<file path="config.mk">
export PLATFORM = sky130hd
export DESIGN_NAME = bcd_counter_nd
export DESIGN_NICKNAME = d
export VERILOG_FILES = /design/src/rtl/bcd_pkg.sv /design/src/rtl/bcd_digit.sv /design/src/rtl/bcd_counter_nd.sv
export SDC_FILE = /design/constraint.sdc
export NUM_CORES = 1
export LEC_CHECK = 0
export CORE_ASPECT_RATIO = 0.5
export CORE_UTILIZATION = 40
export DETAILED_ROUTE_END_ITERATION = 6
export PLACE_DENSITY = 0.74
export SLEW_MARGIN = 25
export SYNTH_ARGS = -nofsm -noshare
export SYNTH_HDL_FRONTEND = slang
export SYNTH_SLANG_ARGS = --single-unit
</file>
<file path="constraint.sdc">
create_clock -name clk -period 4.2 [get_ports clk]
set_clock_uncertainty 0.2 [all_clocks]
set_input_delay 0.84 -clock clk [delete_from_list [all_inputs] [get_ports clk]]
set_output_delay 0.84 -clock clk [all_outputs]
set_load 0.005 [all_outputs]
</file>
<file path="src/rtl/bcd_pkg.sv">
// Shared BCD digit type, digit limits and validity helper for the N-digit BCD counter.
package bcd_pkg;

   typedef logic [3:0] bcd_digit_t;

   localparam bcd_digit_t BCD_MAX = 4'd9;
   localparam bcd_digit_t BCD_MIN = 4'd0;

   function automatic logic bcd_valid(input bcd_digit_t digit);
      return digit <= BCD_MAX;
   endfunction

endpackage

</file>
<file path="src/rtl/bcd_digit.sv">
// One BCD digit register with cascade enable, load and hold-at-terminal.
// Down counting is present only when BCD_CNT_UPDOWN_EN is defined.
module bcd_digit
   import bcd_pkg::*;
(
   input  logic       clk,
   input  logic       reset,
`ifdef BCD_CNT_UPDOWN_EN
   input  logic       up,
`endif
   input  logic       cin,
   input  logic       hold,
   input  logic       load,
   input  bcd_digit_t load_val,
   output bcd_digit_t q,
   output logic       cout
);

   bcd_digit_t next_val;
   logic       at_limit;

   always_comb begin
      next_val = q;
      at_limit = 1'b0;
`ifdef BCD_CNT_UPDOWN_EN
      if (up) begin
         at_limit = (q == BCD_MAX);
         next_val = at_limit ? BCD_MIN : q + 4'd1;
      end else begin
         at_limit = (q == BCD_MIN);
         next_val = at_limit ? BCD_MAX : q - 4'd1;
      end
`else
      at_limit = (q == BCD_MAX);
      next_val = at_limit ? BCD_MIN : q + 4'd1;
`endif
   end

   assign cout = cin & at_limit;

   always_ff @(posedge clk) begin
      if (reset) begin
         q <= BCD_MIN;
      end else if (load) begin
         q <= load_val;
      end else if (cin && !hold) begin
         q <= next_val;
      end
   end

endmodule

</file>
<file path="src/rtl/bcd_counter_nd.sv">
// N-digit synchronous BCD counter with load, wrap/saturate and combinational cascade carry.
// Define BCD_CNT_UPDOWN_EN to add the up port and down counting.
module bcd_counter_nd
   import bcd_pkg::*;
#(
   parameter int unsigned DIGITS = 4,
   parameter int unsigned WRAP   = 1
) (
   input  logic                  clk,
   input  logic                  reset,
   input  logic                  enable,
   input  logic                  load,
   input  logic [4*DIGITS-1:0]   load_val,
`ifdef BCD_CNT_UPDOWN_EN
   input  logic                  up,
`endif
   output logic [4*DIGITS-1:0]   q,
   output logic                  ceo,
   output logic [DIGITS-1:0]     digit_ceo,
   output logic                  load_err
);

   logic [4*DIGITS-1:0] load_clean;
   logic                load_bad;
   logic [DIGITS:0]     chain;
   logic                hold;

   // Out-of-range digits are loaded as zero and flagged.
   always_comb begin
      load_clean = '0;
      load_bad   = 1'b0;
      for (int i = 0; i < DIGITS; i++) begin
         if (bcd_valid(load_val[4*i +: 4])) begin
            load_clean[4*i +: 4] = load_val[4*i +: 4];
         end else begin
            load_bad = 1'b1;
         end
      end
   end

   assign chain[0] = enable;
   assign ceo      = chain[DIGITS];
   // Saturating mode freezes every digit when the whole counter sits at terminal.
   assign hold     = (WRAP == 0) ? ceo : 1'b0;

   for (genvar i = 0; i < DIGITS; i++) begin : g_digit
      bcd_digit u_digit (
         .clk      (clk),
         .reset    (reset),
`ifdef BCD_CNT_UPDOWN_EN
         .up       (up),
`endif
         .cin      (chain[i]),
         .hold     (hold),
         .load     (load),
         .load_val (load_clean[4*i +: 4]),
         .q        (q[4*i +: 4]),
         .cout     (chain[i+1])
      );
      assign digit_ceo[i] = chain[i+1];
   end

   always_ff @(posedge clk) begin
      if (reset) begin
         load_err <= 1'b0;
      end else begin
         load_err <= load & load_bad;
      end
   end

endmodule

</file>
# Word-level counts from Yosys, hierarchy flattened
# Cells that the tools add are included.
dict set report word_totals {
  register_bits 17
}
dict set report classes {
  n_addsub 4
  magnitude_cmp 4
  n_eq_ne 4
  n_mux 20
  n_bitwise 5
  n_reduce_logical 4
}
# op n
set ops {}
lappend ops {{$mux 4} 16}
lappend ops {{$add 4x1->4 const B} 4}
lappend ops {{$eq 4x4->1 const B} 4}
lappend ops {{$le 4x4->1 const B} 4}
lappend ops {{$reduce_bool 2->1} 4}
lappend ops {{$and 1x1->1} 5}
lappend ops {{$mux 1} 4}

# Logic depth before layout (Yosys ltp)
# Gate-level depths: netlist of the first run.
dict set report depth {
  word_depth 6
  depth_mapped 5
  depth_no_buf 5
}

# Hierarchy
# Synthesis of the first run repeated with hierarchy kept, for this count alone.
dict set report hier_totals {
  hier_cells 149
  hier_area_um2 1179.9
}
# mod n_inst cells_each area_each_um2 seq_area_each_um2
set modules_own_cells {}
lappend modules_own_cells {bcd_digit 4 31 245.2 80.1}
lappend modules_own_cells {bcd_counter_nd 1 25 198.9 20.0}

# Worst setup path before layout of the first run
# Ideal clock, no wire load.
dict set report synth_path {
  path_kind {input port to output port}
  start {in enable}
  end {out digit_ceo[3]}
  arrival_ps 2005
  required_ps 3160
  path_slack_ps 1155
  path_stages 4
  n_path_buf 1
  cell_sequence {nand4b_4 > or4_1 > nor4_1 > buf_4}
}
dict set report synth_between {
  elab_chain_len 4
}
# element line_no
set synth_lines {}
lappend synth_lines {{from (decl)} bcd_counter_nd.sv:11} ;# input logic enable,
lappend synth_lines {{$and 1x1->1 (4 in series)} bcd_digit.sv:39} ;# assign cout = cin & at_limit;
lappend synth_lines {{to (decl)} bcd_counter_nd.sv:19} ;# output logic [DIGITS-1:0] digit_ceo,
# No other way between the ends.

# Final worst setup path of the first run
dict set report layout_path {
  start {in enable}
  end {out ceo}
}
dict set report layout_between {
  elab_chain_len 4
}
# element line_no
set layout_lines {}
lappend layout_lines {{$and 1x1->1 (4 in series)} bcd_digit.sv:39}
lappend layout_lines {{to (decl)} bcd_counter_nd.sv:18} ;# output logic ceo,
# No other way between the ends.

==> impl_results.md, run 1 <==
- EDFF count, synth: 0
- CTS max path bufs: 2
- Setup TNS: 0 ps
- Layout cells sized above 1: 6.21%
- Clk Tree Root Cell: clkbuf_8
- Critical path endpoint: ceo
- Die X: approximately 76 um
- FP Rows: 13
- Critical path startpoint: enable
- Synth Area per Inst: 7.96 um2
- Drt first pass iters: 7
- Syn_nets: approximately 160
- Ys async rst share: 0%
- Layout area overhead: 42.4%
- Worst Path Class, Setup: in2out
- Iter 0 DRT Violations: 52
- Lkg Pwr: roughly 0.54 nW
- Nets: about 200
- Core area: 0.00260 mm2
- Top-count cell post-synth: a21oi_1
- Failing checks: DRC
- Critical Path Max Stage Delay: ~600 ps
- Placement Setup Slack: between 200 and 250 ps
- Routed WL per cell: 13.6 um
- Post-route ant nets: 0
- Initial Utilization: a little over two fifths
- FF-to-FF Start: g_digit[0].u_digit.q[0]$_SDFFE_PP0P_
- Clk slew on worst S/H paths: ~70 ps
- CP Capture Type: output port
- Num CTS Buffers: 3
- Final period util: a little over nine tenths
- IO Port Bufs: between 40 and 50
- CP dominant cell by count: clkdlybuf4s50_1
- Post-Layout Inst Area: between 0.0015 and 0.002 mm2
- Via Count: roughly 1200
- Status: finished, violations left
- Tightest Pin Transition: between 600 and 700 ps
- F_max: about 250 MHz
- Hold WC Path Type: reg2reg
- Top cells by count, synth: a21oi_1, dfxtp_1, inv_1
- Top cells by area, synth: dfxtp_1, a21oi_1, xnor2_1
- GRT Overall Usage: between 15 and 20%
- Post-CTS setup repair buffer count: 0
- Cell area after synthesis: approximately 0.0011 mm2
- Worst EP arrival: 2940 ps
- Hold Violations, Final: 0
- # resized after CTS: 0
- RSZ-0062 raised after global routing: false
- Total Wirelength: slightly below 3 mm
- Yosys reg bits: 17
- Cells on worst reg2reg path: 5
- Startpoint Class: input pin
- Worst hold stages: 2
- Critical-path cell list: clkdlybuf4s50_1, nand4b_4, or4_1, nor4_1, clkdlybuf4s50_1
- Cts hold-fix bufs: 0
- DRC: 1
- Vias in the first global route: 955
- H-tree Lvls: 1
- Cell count after synthesis: 139
- Worst path slowest cell: or4_1
- Chip height: roughly 39 um
- Core Util, Final: 60.5%
- Initial antenna violation count: 0
- Diode count: 0
- Critical Path RT: roughly 3200 ps
- Crit path max fanout: 2
- Routability cong.: 0.765
- Setup Viol. Count Final: 0
- CTS tree: built
- Count of cell types in the netlist: 39
- CTS sink cnt: 17
- Slew Viols, Final: 0
- Crit-path leading delay family: buffers and inverters
- Area post-placement: about 0.0015 mm2
- Die area: about 0.0030 mm2
- Maximum vdd drop: roughly 190 uV
- Reg2reg setup slack: 2140 ps
- R2R Path End: g_digit[3].u_digit.q[0]$_SDFFE_PP0P_
- Pwr/cell area: between 200 and 300 mW/mm2
- Overflow after GRT: 0
- Global-route wire length before repair: approximately 4.4 mm
- Crit path buffers/inverters: 2
- Detail Placement HPWL: between 2 and 2.5 mm
- IO Pins: 42
- Setup ws final: about 220 ps
- Sequential area share after synthesis: a little under a third
- Cell taking the most area after synthesis: dfxtp_1
- Max_cap viols: 0
- Yosys warns: 0
- Total stage count of the critical path: 5
- Crit path time final: about 4000 ps
- Via density per instance: approximately 5.4
- Clock Latency Late Sink: about 250 ps
- Primary FF master, synth: dfxtp_1
- Slew headroom: 59.4%
- Share of the synthesized area in the top cell type: 30.8%
- Largest net degree at the start of global routing: 21
## report_power, final
group	internal (W)	switching (W)
clock	0.0000657	0.0000555
sequential	0.000171	0.0000158
combinational	0.0000513	0.0000348
## cell usage in the layout (no fill, tap or decap), types with 2 or more instances in the layout
cell             count
a211oi_1             5
a21oi_1             19
a311oi_1             2
buf_4                2
clkbuf_8             3
clkdlybuf4s50_1     41
dfxtp_1             17
inv_1               12
mux2i_1              4
nand2_1              4
nand2b_1             2
nand3_1              2
nand3b_1             3
nand4bb_1            2
nor2_1              10
nor2b_1              2
nor3_1               3
nor3b_1              2
nor4_1               3
o21ai_0             10
o21bai_1             2
o32ai_1              2
or2_2                2
xnor2_1              7
## routing by layer
metal,GRT usage [%],wire (um)
met5,0,0
met4,4.33,0
met3,4.71,119
met2,30.0,1290
met1,27.8,1490
## cell type report
cell class                 instances  area, um2
tap                               37       46.3
inverter                          12       45.0
multi-input combinational        101        672
sequential                        17        340
fill                             247       1030
timing repair buffer              43        425
clock inverter                     1       5.00
clock buffer                       3       41.3
## per-stage QoR
stage / power (W) / std cells / hold WS [ps]
6_report: 0.000394 / 214 / 370
4_1_cts: 0.000398 / 214 / 363
5_1_grt: 0.000416 / 214 / 413
3_3_place_gp: 0.000275 / 210 / 340
3_5_place_dp: 0.000276 / 210 / 354
2_1_floorplan: 0.000225 / 139 / 335
## cells by family after synthesis
| kind of cell | Yosys count | synth area share [%] |
|---|---|---|
| buffers and inverters | 21 | 8.48 |
| muxes | 4 | 3.62 |
| and+or+nand+nor | 43 | 25.0 |
| DFF | 17 | 30.8 |
| xor gates and xnor gates | 7 | 5.54 |
| AOI/OAI and AO/OA | 47 | 26.6 |
## flip-flops by register name (all words and copies together) (netlist names)
| signal | cells |
|---|---|
| g_digit.u_digit.q | 16 |
| load_err | 1 |
## tightest hold or removal path, stage by stage, from the launching register on
cell	delay, ps
dfxtp_1	350
nor2_1	110
a21oi_1	60
## worst min-delay path by stage
stage	from	slack, ps	to
2_1_floorplan	g_digit[2].u_digit.q[3]$_SDFFE_PP0P_	330	g_digit[2].u_digit.q[3]$_SDFFE_PP0P_
3_3_place_gp	g_digit[2].u_digit.q[3]$_SDFFE_PP0P_	340	g_digit[2].u_digit.q[3]$_SDFFE_PP0P_
3_5_place_dp	g_digit[2].u_digit.q[3]$_SDFFE_PP0P_	350	g_digit[2].u_digit.q[3]$_SDFFE_PP0P_
4_1_cts	g_digit[2].u_digit.q[3]$_SDFFE_PP0P_	360	g_digit[2].u_digit.q[3]$_SDFFE_PP0P_
5_1_grt	g_digit[3].u_digit.q[0]$_SDFFE_PP0P_	410	g_digit[3].u_digit.q[0]$_SDFFE_PP0P_
6_report	g_digit[2].u_digit.q[3]$_SDFFE_PP0P_	370	g_digit[2].u_digit.q[3]$_SDFFE_PP0P_
No activity file was read; power rests on OpenSTA's default activity.
==> inputs of run 2 (changes only) <==
--- a/config.mk
+++ b/config.mk
@@ -5,10 +5,10 @@
 export SDC_FILE = /design/constraint.sdc
 export NUM_CORES = 1
 export LEC_CHECK = 0
-export CORE_ASPECT_RATIO = 0.5
-export CORE_UTILIZATION = 40
+export CORE_UTILIZATION = 43
 export DETAILED_ROUTE_END_ITERATION = 6
-export PLACE_DENSITY = 0.74
+export PLACE_DENSITY = 0.78
+export SKIP_LAST_GASP = 1
 export SLEW_MARGIN = 25
 export SYNTH_ARGS = -nofsm -noshare
 export SYNTH_HDL_FRONTEND = slang
==> run 2 against run 1 <==
Net effect:
- the flow now finishes without violations
- core utilization up 2.2 points
- die area down 7.1%
- sequential power about the same
- first-iteration DRC count down 37%
- power down 8.0%
- critical path type unchanged
- largest cell class unchanged
- largest power group unchanged
==> impl_results.md, run 2 (synthesized netlist as in run 1, its figures left out) <==
- Status: complete, no violations
- Clk slew on worst S/H paths: 100 ps
- Global-route wire length before repair: approximately 4.6 mm
- # resized after CTS: 0
- Iter 0 DRT Violations: 33
- Cts hold-fix bufs: 0
- Routability cong.: roughly 0.86
- Final cell count without fillers: just over 200
- Initial antenna violation count: 0
- Nets: roughly 200
- Worst EP arrival: 3010 ps
- Cell count after placement: around 200
- Clk Tree Root Cell: clkbuf_4
- H-tree Lvls: 1
- Commonest cells after routing, fill and taps aside: clkdlybuf4s50_1, a21oi_1, dfxtp_1
- GRT Overall Usage: a little under a quarter
- Vias in the first global route: 1019
- Placement Setup Slack: ~150 ps
- Via density per instance: roughly 5.7
- Via Count: ~1200
- Post-route ant nets: 0
- Largest register FFs: 16
- Int Pwr: around 0.00026 W
- Switching power: roughly 0.00010 W
- CTS sink cnt: 17
- Drt first pass iters: 4
- RSZ-0062 raised after global routing: false
- Combinational Power Share: a little under a quarter
- Crit path max fanout: 6
- Leading cell type in the layout, fill and taps excluded: clkdlybuf4s50_1
- Setup TNS: 0 ps
- Num CTS Buffers: 3
- FP Rows: 18
- Sw Share: 28.6%
- Critical Path RT: around 3200 ps
- Layout area overhead: 39.1%
- Routed WL per cell: approximately 14 um
- Final period util: between 90% and 100%
- Fillcell total: between 200 and 250
- Tightest Pin Transition: slightly above 600 ps
- Largest Register: g_digit.u_digit.q
- Diode count: 0
- Worst hold stages: 2
- DRC: 0
- Share of total power in the clock network: roughly a quarter
- Worst Path Class, Setup: in2out
- Crit path time final: about 4000 ps
- Post-CTS setup repair buffer count: 0
- Cells on worst reg2reg path: 4
- Die X: between 50 and 60 um
- CP Capture Type: output port
- Clock Latency Late Sink: slightly below 300 ps
- Startpoint Class: input pin
- IO Pins: between 40 and 50
- Hold Violations, Final: 0
- CTS max path bufs: 2
- Core area: roughly 0.0025 mm2
- Chip height: between 50 and 60 um
- Detail Placement HPWL: around 2.2 mm
- Largest net degree at the start of global routing: 21
- Top Registers: g_digit.u_digit.q (16), load_err (1)
- Post-Layout Inst Area: about 0.0015 mm2
- Setup Viol. Count Final: 0
- CTS tree: built
- IO Port Bufs: 41
- Initial Utilization: 45.1%
- Sequential power share: 51.5%
- Pwr Total: 0.000363 W
- Area post-placement: around 0.0015 mm2
- Maximum vdd drop: about 140 uV
- Slew Viols, Final: 0
- Lkg Pwr: between 0.5 and 0.6 nW
- Setup ws final: roughly 150 ps
- Overflow after GRT: 0
- Total Wirelength: about 2.9 mm
- Layout cells sized above 1: under 10%
- Hold WC Path Type: reg2reg
- Max_cap viols: 0
- Die area: about 0.0028 mm2
- Pwr/cell area: approximately 240 mW/mm2
- Slew headroom: 59.3%
- F_max: between 200 and 250 MHz
[run 2: changes by cell type in the layout (fill, tap and decap cells not counted), sizes merged]
cell	previous run	this run
buf	2	1
clkbuf	3	4
clkinv	1	0
[run 2: path summary, 6_finish.rpt]
kind              slack, ps                                    to                                 start
hold / removal          370  g_digit[2].u_digit.q[3]$_SDFFE_PP0P_  g_digit[2].u_digit.q[3]$_SDFFE_PP0P_
hold reg to reg         370  g_digit[2].u_digit.q[3]$_SDFFE_PP0P_  g_digit[2].u_digit.q[3]$_SDFFE_PP0P_
setup / recovery        150                          digit_ceo[3]                                enable
setup reg to reg       2210  g_digit[3].u_digit.q[2]$_SDFFE_PP0P_  g_digit[2].u_digit.q[1]$_SDFFE_PP0P_
[run 2: area by class of cell]
class	instances	area, um2	share of cell area [%]
repair buffers	42	418	27.2
flip-flops and latches	17	340	22.1
inverters	12	45.0	2.93
multi-input cells	101	672	43.7
well taps	30	37.5	2.44
clock buffers	4	26.3	1.71
[run 2: power by group through the flow]
stage / combinational (W) / clock [W] / sequential, W
floorplan: 0.0000379 / 0 / 0.000187
global placement: 0.0000837 / 0 / 0.000190
detailed placement: 0.0000855 / 0 / 0.000190
CTS: 0.0000859 / 0.0000922 / 0.000187
global route: 0.0000941 / 0.000100 / 0.000189
finish: 0.0000859 / 0.0000900 / 0.000187
[run 2: worst max-delay path: stages]
cell	delay [ps]
clkdlybuf4s50_1	520
nand4b_4	150
or4_1	610
nor4_1	310
clkdlybuf4s50_1	580
[run 2: metal layers]
layer  track usage (%)  vias up  routed length, um
li1                  -      587                  -
met1              29.7      551               1310
met2              37.3       41               1420
met3              3.48        2                154
met4              7.02        0                 15
met5                 0        -                  0
[run 2: per-stage QoR]
step	util [%]	hold slack [ps]
2_1_floorplan	-	335
3_3_place_gp	61.6	342
3_5_place_dp	61.6	349
4_1_cts	62.7	363
5_1_grt	62.7	424
6_report	62.7	375
==> inputs of run 3 (changes only) <==
--- a/config.mk
+++ b/config.mk
@@ -7,6 +7,7 @@
 export LEC_CHECK = 0
 export CORE_UTILIZATION = 43
 export DETAILED_ROUTE_END_ITERATION = 6
+export GPL_TIMING_DRIVEN = 0
 export PLACE_DENSITY = 0.78
 export SKIP_LAST_GASP = 1
 export SLEW_MARGIN = 25
==> run 3 against run 2 <==
Net effect:
- sequential power hardly changed
- core utilization is 2.0 points higher
- global-route usage grew 0.43 points
==> impl_results.md, run 3 (synthesized netlist as in run 1, its figures left out) <==
- Startpoint Class: input pin
- CTS tree: built
- Diode count: 0
- Cell count after placement: between 200 and 250
- GRT Max-Usage Layer: met2
- Initial Utilization: 45.1%
- Lkg Pwr: 0.560 nW
- Worst path slowest cell: or4_1
- Global-route track usage on met2: between 40% and 50%
- Die X: about 53 um
- Final cell count without fillers: roughly 210
- Via density per instance: 5.71
- Layout cells sized above 1: 7.07%
- Largest net degree at the start of global routing: 11
- Initial antenna violation count: 0
- Hold Violations, Final: 0
- Clk Tree Root Cell: clkbuf_4
- CTS sink cnt: 17
- H-tree Lvls: 1
- Worst Path Class, Setup: in2out
- CP Capture Type: output port
- Status: complete, no violations
- Area post-placement: approximately 0.0016 mm2
- CTS max path bufs: 2
- Maximum vdd drop: 165 uV
- Post-Layout Inst Area: ~0.0016 mm2
- Routability cong.: ~0.83
- Nets: 205
- Crit path max fanout: 6
- IO Pins: 42
- IO Port Bufs: 41
- FP Rows: 18
- Slew headroom: 67.8%
- Post-CTS setup repair buffer count: 0
- Layout area overhead: 43.7%
- Core area: between 0.002 and 0.0025 mm2
- Slew Viols, Final: 0
- Reg2reg setup slack: about 2200 ps
- Final Hold Slack: 374 ps
- Fillcell total: about 220
- Final period util: between 90% and 100%
- Setup ws final: between 400 and 500 ps
- Crit path time final: between 3000 and 4000 ps
- DRC: 0
- GRT Overall Usage: a little under a quarter
- Die area: 0.00278 mm2
- Num CTS Buffers: 3
- # resized after CTS: 1
- Pwr/cell area: about 230 mW/mm2
- Critical Path RT: 3160 ps
- F_max: 264 MHz
- Vias in the first global route: ~1100
- Max_cap viols: 0
- Clock Latency Late Sink: between 200 and 300 ps
- Chip height: 52.7 um
- Hold WC Path Type: reg2reg
- Largest Register: g_digit.u_digit.q
- Worst EP arrival: around 2800 ps
- GR Layer Usage met1: 28.4%
- Largest register FFs: 16
- Placement Setup Slack: -71.2 ps
- Top Registers: g_digit.u_digit.q (16), load_err (1)
- Tightest Pin Transition: 478 ps
- Overflow after GRT: 0
- Via Count: around 1200
- Detail Placement HPWL: around 2.3 mm
- Cts hold-fix bufs: 0
- M3 GR Usage: under 10%
- Total Wirelength: between 3 and 4 mm
- Setup Viol. Count Final: 0
- Iter 0 DRT Violations: 27
- Commonest cells after routing, fill and taps aside: clkdlybuf4s50_1, a21oi_1, dfxtp_1
- Critical Path Max Stage Delay: between 600 and 700 ps
- RSZ-0062 raised after global routing: false
- Leading cell type in the layout, fill and taps excluded: clkdlybuf4s50_1
- Critical-path cell list: dlymetal6s2s_1, nand4b_4, or4_1, nor4_2, buf_4, clkdlybuf4s50_1
- Post-route ant nets: 0
- Drt first pass iters: 4
- Clk slew on worst S/H paths: ~100 ps
- Pwr Total: around 0.00036 W
- Global-route wire length before repair: 4.79 mm
- Routed WL per cell: 14.1 um
[run 3: cell count changes in the layout (fill, tap and decap cells not counted)]
cell	change
dlymetal6s2s_1	+1
nor4_1	-1
buf_4	+3
buf_1	+1
clkdlybuf4s50_1	-1
clkbuf_1	+4
nor4_2	+1
[run 3: metal layers]
layer	part of all wire (%)	vias up
li1	-	603
met1	44	578
met2	50	36
met3	4.8	4
met4	0.66	0
met5	0	-
[run 3: final timing paths]
kind	from	to	depth (start not counted)
setup / recovery	enable	digit_ceo[3]	6
hold / removal	g_digit[2].u_digit.q[3]$_SDFFE_PP0P_	g_digit[2].u_digit.q[3]$_SDFFE_PP0P_	2
setup reg to reg	g_digit[0].u_digit.q[1]$_SDFFE_PP0P_	g_digit[3].u_digit.q[2]$_SDFFE_PP0P_	5
hold reg to reg	g_digit[2].u_digit.q[3]$_SDFFE_PP0P_	g_digit[2].u_digit.q[3]$_SDFFE_PP0P_	2
[run 3: worst max-delay path: cells and delay by family]
family                 cells  cell delay (ps)
and+or+nand+nor            3             1030
buffers and inverters      3              890
[run 3: final cells by class]
cell class	count	area, um2	area share [%]
inverter	12	45.0	2.83
clock buffer	4	26.3	1.65
buffer	9	48.8	3.07
tap	30	37.5	2.36
multi-input combinational	101	678	42.7
sequential	17	340	21.4
timing repair buffer	41	413	26.0
[run 3: per-stage QoR]
stage | utilization (%) | TNS (ps)
global route | 64.7 | 0
finish | 64.7 | 0
global placement | 63.3 | 0
CTS | 64.6 | 0
detailed placement | 63.3 | -71.2
floorplan | - | 0
[run 3: report_power, final]
part	total, W	switching [W]	internal [W]
sequential	0.000186	0.0000149	0.000171
combinational	0.0000890	0.0000374	0.0000516
clock	0.0000861	0.0000493	0.0000368
